==> src/rtl/noc_pyld_ctxt_mux.sv <==
// Packet-atomic N:1 merge of AXI-Stream context/payload pairs.
// Each grant forwards one context packet, then its payload packet.
// Round-robin arbitration runs over a per-port enable mask.
// Completed packets are counted per port.
module noc_pyld_ctxt_mux #(
  parameter int unsigned NUM_PORTS = 2,
  parameter int unsigned CHDR_W    = 64,
  parameter int unsigned ITEM_W    = 32,
  parameter int unsigned NIPC      = 1,
  parameter int unsigned CNT_W     = 16,
  localparam int unsigned PYLD_W   = ITEM_W * NIPC,
  localparam int unsigned PORT_W   = (NUM_PORTS > 1) ? $clog2(NUM_PORTS) : 1
) (
  input  logic                          axis_data_clk,
  input  logic                          axis_data_rst,
  input  logic [NUM_PORTS*PYLD_W-1:0]   s_payload_tdata,
  input  logic [NUM_PORTS*NIPC-1:0]     s_payload_tkeep,
  input  logic [NUM_PORTS-1:0]          s_payload_tlast,
  input  logic [NUM_PORTS-1:0]          s_payload_tvalid,
  output logic [NUM_PORTS-1:0]          s_payload_tready,
  input  logic [NUM_PORTS*CHDR_W-1:0]   s_context_tdata,
  input  logic [NUM_PORTS*4-1:0]        s_context_tuser,
  input  logic [NUM_PORTS-1:0]          s_context_tlast,
  input  logic [NUM_PORTS-1:0]          s_context_tvalid,
  output logic [NUM_PORTS-1:0]          s_context_tready,
  output logic [PYLD_W-1:0]             m_payload_tdata,
  output logic [NIPC-1:0]               m_payload_tkeep,
  output logic                          m_payload_tlast,
  output logic                          m_payload_tvalid,
  input  logic                          m_payload_tready,
  output logic [CHDR_W-1:0]             m_context_tdata,
  output logic [3:0]                    m_context_tuser,
  output logic                          m_context_tlast,
  output logic                          m_context_tvalid,
  input  logic                          m_context_tready,
  input  logic [NUM_PORTS-1:0]          port_enable,
  output logic [PORT_W-1:0]             active_port,
  output logic [NUM_PORTS*CNT_W-1:0]    pkt_count
);

  typedef enum logic [1:0] {IDLE = 2'd0, CTXT = 2'd1, PYLD = 2'd2} state_t;

  state_t                              state, state_nxt;
  logic [PORT_W-1:0]                   rr_ptr;
  logic [PORT_W-1:0]                   grant;
  logic [PORT_W-1:0]                   idx;
  logic                                grant_found;
  logic [NUM_PORTS-1:0]                req;
  logic [NUM_PORTS-1:0]                sel;
  logic                                pkt_done;
  logic [NUM_PORTS-1:0][CNT_W-1:0]     cnt;

  logic [CHDR_W-1:0]                   sel_ctx_data;
  logic [3:0]                          sel_ctx_user;
  logic                                sel_ctx_last;
  logic                                sel_ctx_valid;
  logic [PYLD_W-1:0]                   sel_pay_data;
  logic [NIPC-1:0]                     sel_pay_keep;
  logic                                sel_pay_last;
  logic                                sel_pay_valid;

  // Round-robin search: first requesting port at or after rr_ptr, with wrap
  always_comb begin
    req         = s_context_tvalid & port_enable;
    grant_found = 1'b0;
    grant       = '0;
    idx         = rr_ptr;
    for (int unsigned i = 0; i < NUM_PORTS; i++) begin
      if (!grant_found && req[idx]) begin
        grant_found = 1'b1;
        grant       = idx;
      end
      idx = (idx == PORT_W'(NUM_PORTS - 1)) ? '0 : idx + PORT_W'(1);
    end
  end

  // One-hot decode of the granted port and mux of its streams
  always_comb begin
    sel           = '0;
    sel_ctx_data  = '0;
    sel_ctx_user  = '0;
    sel_ctx_last  = 1'b0;
    sel_ctx_valid = 1'b0;
    sel_pay_data  = '0;
    sel_pay_keep  = '0;
    sel_pay_last  = 1'b0;
    sel_pay_valid = 1'b0;
    for (int unsigned p = 0; p < NUM_PORTS; p++) begin
      if (active_port == PORT_W'(p)) begin
        sel[p]        = 1'b1;
        sel_ctx_data  = s_context_tdata[p*CHDR_W +: CHDR_W];
        sel_ctx_user  = s_context_tuser[p*4 +: 4];
        sel_ctx_last  = s_context_tlast[p];
        sel_ctx_valid = s_context_tvalid[p];
        sel_pay_data  = s_payload_tdata[p*PYLD_W +: PYLD_W];
        sel_pay_keep  = s_payload_tkeep[p*NIPC +: NIPC];
        sel_pay_last  = s_payload_tlast[p];
        sel_pay_valid = s_payload_tvalid[p];
      end
    end
  end

  // Next state and handshake steering; only the granted port sees ready
  always_comb begin
    state_nxt        = state;
    pkt_done         = 1'b0;
    s_context_tready = '0;
    s_payload_tready = '0;
    m_context_tvalid = 1'b0;
    m_payload_tvalid = 1'b0;
    m_context_tdata  = sel_ctx_data;
    m_context_tuser  = sel_ctx_user;
    m_context_tlast  = sel_ctx_last;
    m_payload_tdata  = sel_pay_data;
    m_payload_tkeep  = sel_pay_keep;
    m_payload_tlast  = sel_pay_last;
    case (state)
      IDLE: begin
        if (grant_found) state_nxt = CTXT;
      end
      CTXT: begin
        m_context_tvalid = sel_ctx_valid;
        s_context_tready = sel & {NUM_PORTS{m_context_tready}};
        if (sel_ctx_valid && m_context_tready && sel_ctx_last) state_nxt = PYLD;
      end
      PYLD: begin
        m_payload_tvalid = sel_pay_valid;
        s_payload_tready = sel & {NUM_PORTS{m_payload_tready}};
        if (sel_pay_valid && m_payload_tready && sel_pay_last) begin
          pkt_done  = 1'b1;
          state_nxt = IDLE;
        end
      end
      default: state_nxt = IDLE;
    endcase
  end

  // State, grant, round-robin pointer and packet counters
  always_ff @(posedge axis_data_clk) begin
    if (axis_data_rst) begin
      state       <= IDLE;
      active_port <= '0;
      rr_ptr      <= '0;
      cnt         <= '0;
    end else begin
      state <= state_nxt;
      if (state == IDLE && grant_found) active_port <= grant;
      if (pkt_done) begin
        rr_ptr <= (active_port == PORT_W'(NUM_PORTS - 1)) ? '0 : active_port + PORT_W'(1);
        for (int unsigned p = 0; p < NUM_PORTS; p++) begin
          if (sel[p]) cnt[p] <= cnt[p] + CNT_W'(1);
        end
      end
    end
  end

  assign pkt_count = cnt;

endmodule

==> config.mk <==
export PLATFORM = sky130hd
export DESIGN_NAME = noc_pyld_ctxt_mux
export DESIGN_NICKNAME = d
export VERILOG_FILES = /design/src/rtl/noc_pyld_ctxt_mux.sv
export SDC_FILE = /design/constraint.sdc
export NUM_CORES = 1
export LEC_CHECK = 0
export CAP_MARGIN = 20
export CORE_AREA = 2 2 139 141
export DETAILED_ROUTE_END_ITERATION = 16
export DIE_AREA = 0 0 141 143
export PLACE_DENSITY = 0.58
export SLEW_MARGIN = 0
export SYNTH_ARGS = -nofsm -noshare
export SYNTH_HDL_FRONTEND = slang
export SYNTH_SLANG_ARGS = --single-unit
==> constraint.sdc <==
create_clock -name axis_data_clk -period 3.85 [get_ports axis_data_clk]
set_input_delay 0.5775 -clock axis_data_clk [delete_from_list [all_inputs] [get_ports axis_data_clk]]
set_output_delay 0.5775 -clock axis_data_clk [all_outputs]
set_load 0.01 [all_outputs]
# ---- Word-level counts from Yosys, hierarchy flattened
# Cells that the tools add are included.
dict set report word_totals {
  ff_bits 36
  input_bits 216
  output_inout_bits 142
  word_cells 61
}
dict set report classes {
  add_sub_neg 4
  magnitude_cmp 2
  eq_ne 5
  n_mux 30
  bitwise_logic 4
  reduce_logical 11
}
# cell n
set ops {}
lappend ops {{64-bit two-way mux} 1}
lappend ops {{16-bit by 1-bit adder with 16-bit output, second input constant} 2}
lappend ops {{32-bit two-way mux} 1}
lappend ops {{1-bit two-way mux} 21}
lappend ops {{2-bit two-way mux} 5}
lappend ops {{2-bit bitwise AND} 3}
lappend ops {{1-bit logical AND} 6}
lappend ops {{2-bit != test, second input constant} 3}
lappend ops {{2-bit one-hot mux with 3 select lines} 1}
lappend ops {{1-bit by 2-bit < comparator with 1-bit output, second input constant} 2}
lappend ops {{4-bit two-way mux} 1}
lappend ops {{2-bit AND reduction} 2}
lappend ops {{3-bit AND reduction} 1}
lappend ops {{1-bit adder, second input constant} 2}
lappend ops {{2-bit by 1-bit equality test with 1-bit output, second input constant} 1}
lappend ops {{2-bit equality test, second input constant} 1}
lappend ops {{2-bit zero test} 1}
lappend ops {{1-bit zero test} 1}
lappend ops {{1-bit NOT} 1}

# ---- Longest topological paths before layout
dict set report depth {
  word_depth 9
  ltp_mapped 6
}

# ---- Worst setup path before layout
# No wires, ideal clock.
dict set report synth_path {
  kind {register -> output}
  from {register active_port}
  to {output m_context_tdata[27]}
  arrival_time_ns 1.495
  slack_ns 1.777
  stages_incl_launch_ff 4
  path_buffers 2
  path_cell_list {dfxtp_1 -> buf_1 -> clkbuf_1 -> mux2_2}
}
dict set report synth_via {
  elab_chain_cells 1
}
# item line_no
set synth_lines {}
lappend synth_lines {{from (decl)} 37} ;# output logic [PORT_W-1:0] active_port,
lappend synth_lines {{from (signal assigned)} 147} ;# if (state == IDLE && grant_found) active_port <= grant;
lappend synth_lines {{64-bit two-way mux} 89} ;# if (active_port == PORT_W'(p)) begin
lappend synth_lines {{to (decl)} 31} ;# output logic [CHDR_W-1:0] m_context_tdata,
# Every way passes these cells.

# ---- Worst setup path after layout
dict set report layout_path {
  from {register active_port}
  to {output m_payload_tdata[19]}
}
dict set report layout_via {
  elab_chain_cells 1
}
# item line_no
set layout_lines {}
lappend layout_lines {{32-bit two-way mux} 89}
lappend layout_lines {{to (decl)} 26} ;# output logic [PYLD_W-1:0] m_payload_tdata,
# Every way passes these cells.

==> metrics.txt <==
CP required=3.27 ns; CP Buf/Inv Count=2; 1st-iter DRT viols=172; # DRC=0; Synth Area in XOR/XNOR=0.05626; RePlAce Congestion=0.8566; post_cts resized=0; crit path launch type=flop; Post-synth ARST share=0; Adder-Cell Fraction of Synth Area=0.008460; Max Clk Rate=349.6 MHz; switching part of the total=0.2394; post-layout power=1.508 mW; status=finished, final reports clean; Hold WC Path Type=flop to flop; Total GRT Usage=0.1644; area grow syn2layout=135.6%; P_int=around 1.1 mW; mux contribution to synthesized area=0.4023; largest net degree at the start of global routing=57; clk sinks=36; post-synth top area share=0.3921; Final Hold Fails=0; Max IR drop VDD=172.6 uV; Worst EP arrival=2.28 ns; Die Height=143 um; complex-gate fraction of the synthesized area=0.06049; DRT Wirelength=17700 um; Yosys reg bits=36; Clock power frac=0.325; EDFF count, synth=0; main combinational cell family by area after synthesis=multiplexers; Mapped Cells=328; Net Sw Power=roughly 360 uW; final worst-path cycle share=0.7429; Critical Path Max Stage Delay=0.70 ns; final core utilization=0.3750; Syn Nets=546; most frequent cell after synthesis=mux2_2; crit path kind=flop to output pin; clock period minus final worst setup slack=2.860 ns; crit-path cells=buf_12 > mux2_2 > clkdlybuf4s50_1; Die ar.=20160 um2; initial antenna violation count=3; Setup crit end kind=output pin; flop2flop setup slack=approximately 1.5 ns; top_reg_cell synth=dfxtp_1; Setup TNS Final=0 ns; clk buf depth=2; IO Port Bufs=roughly 360; dpl cells=901; # rows=50; dpl hpwl=15200 um; WL per Instance=roughly 19 um; delay-heaviest family, CP=buffers and inverters; simple-gate share of the synthesized area=0.1849; DRT Pass-1 Iters=4; Comb power frac=0.417; pwr dens=216.4 nW/um2; main area contributors after synthesis=mux2_2 (39%), dfxtp_1 (24%), xnor2_1 (5.6%); endpoints failing setup=0; final net count=892; critical-path maximum fanout=56; Worst-Margin Slew=~0.65 ns; Via density=4.330; vias in the first global route=~4000; Worst Skew=0.005238 ns; Synth Cell Area=~3000 um2; first-pass GRT wire length=roughly 25000 um; RSZ-0062 raised after global routing=false; Layout Cells excl Fill=912; Netlist cell types=30; Final Max Tran Viols=0; Max-slew headroom=0.5681; static leakage=2.349 nW; Initial Utilization=0.1592; share of the yosys chip area belonging to registers=0.2437; worst hold margin=0.4930 ns; Mean Syn Cell Area=9.018 um2; Max Cap Viol=0; Synth area leader=mux2_2; CTS buffer count=5; Slowest-stage cell, CP=dfxtp_4; share of layout cells above drive strength 1=0.1733; Synth top cells by count=mux2_2 (103), dfxtp_1 (36), nor2_1 (25); Antenna Nets Post-Route=0; htree depth=2; hold buffers post-CTS=0; postcts setup bufs=0; YS warnings=0; # IOs=358; Core ar.=roughly 19000 um2; via count=3949; clk root buf=clkbuf_16; clock latency on the worst-skew pair=roughly 0.28 ns; sequential share of power=0.258; die width=around 140 um; Overflow after GRT=0; CTS tree=done; Clock transition at path regs=about 0.060 ns
## logic make-up (layout without fill, tap and decap cells)
logic type | after synthesis | in the layout
AND/OR/NAND/NOR | 101 | 101
adder cells (fa/ha/maj) | 2 | 2
multiplexers | 106 | 106
AO/OA/AOI/OAI | 32 | 32
XOR/XNOR | 19 | 19
buffers and inverters | 32 | 379
other | 0 | 3
flip-flops | 36 | 36
## sequential cells by signal (all words and copies together) (netlist names)
register and cells:
state 2, pkt_count 32, active_port 1, rr_ptr 1
## worst paths after layout
check,endpoint,cells after the start,from
setup reg to reg,pkt_count[31],5,active_port
hold / removal,pkt_count[30],2,pkt_count[30]
setup / recovery,m_payload_tdata[19],3,active_port
hold reg to reg,pkt_count[30],2,pkt_count[30]
## metal layers
metal | global-route usage | up-vias | wire [um]
met5 | 0 | - | 0
met1 | 0.1820 | 1849 | 6682
met4 | 0.02842 | 0 | 161
met2 | 0.2906 | 182 | 8953
li1 | - | 1905 | -
met3 | 0.07914 | 13 | 1899
## power by group through the flow
stage / logic [mW] / registers (mW) / clock network (mW)
finish: 0.629 / 0.388 / 0.490
global route: 0.669 / 0.390 / 0.523
global placement: 0.631 / 0.397 / 0
floorplan: 0.202 / 0.384 / 0
detailed placement: 0.630 / 0.397 / 0
CTS: 0.638 / 0.389 / 0.508
## metrics by stage
step / setup WS, ns / cell area (um2)
floorplan: 1.777 / 2958
global placement: 0.9281 / 6778
detailed placement: 1.038 / 6778
CTS: 0.9046 / 6960
global route: 0.8461 / 6960
finish: 0.9897 / 6968
## worst reg2reg max path: stages (launching register included)
cell      delay, ns
dfxtp_4        0.70
nand4b_1       0.16
buf_4          0.21
or3_1          0.46
nor4_1         0.32
mux2_2         0.36
## layout make-up
class	count	area, um2
tap	234	292.8
sequential	36	724.4
clock buffer	7	152.6
fill	1829	11610
timing repair buffer	361	3616
clock inverter	1	30.03
antenna	3	7.507
inverter	10	37.54
multi-input combinational	260	2107
## layout by cell type (no fill, tap or decap), drive strengths merged
cell / synthesis / layout
diode: 0 / 3
o21ai: 12 / 12
a221oi: 1 / 1
nor2b: 1 / 1
or4: 3 / 3
nand4b: 2 / 2
bufinv: 0 / 1
clkbuf: 17 / 7
a21oi: 14 / 14
mux2i: 3 / 3
nor3: 9 / 9
nor3b: 2 / 2
nor2: 25 / 25
xnor2: 19 / 19
o2111ai: 1 / 1
buf: 5 / 4
or3: 10 / 10
a211o: 1 / 1
o21a: 1 / 1
nand4bb: 1 / 1
o31ai: 2 / 2
ha: 2 / 2
nand4: 9 / 9
dfxtp: 36 / 36
mux2: 103 / 103
nand3: 11 / 11
inv: 10 / 10
nand2: 14 / 14
and4: 2 / 2
nor4: 12 / 12
clkdlybuf4s50: 0 / 357
Note: power is estimated with default switching activity, not from simulation.
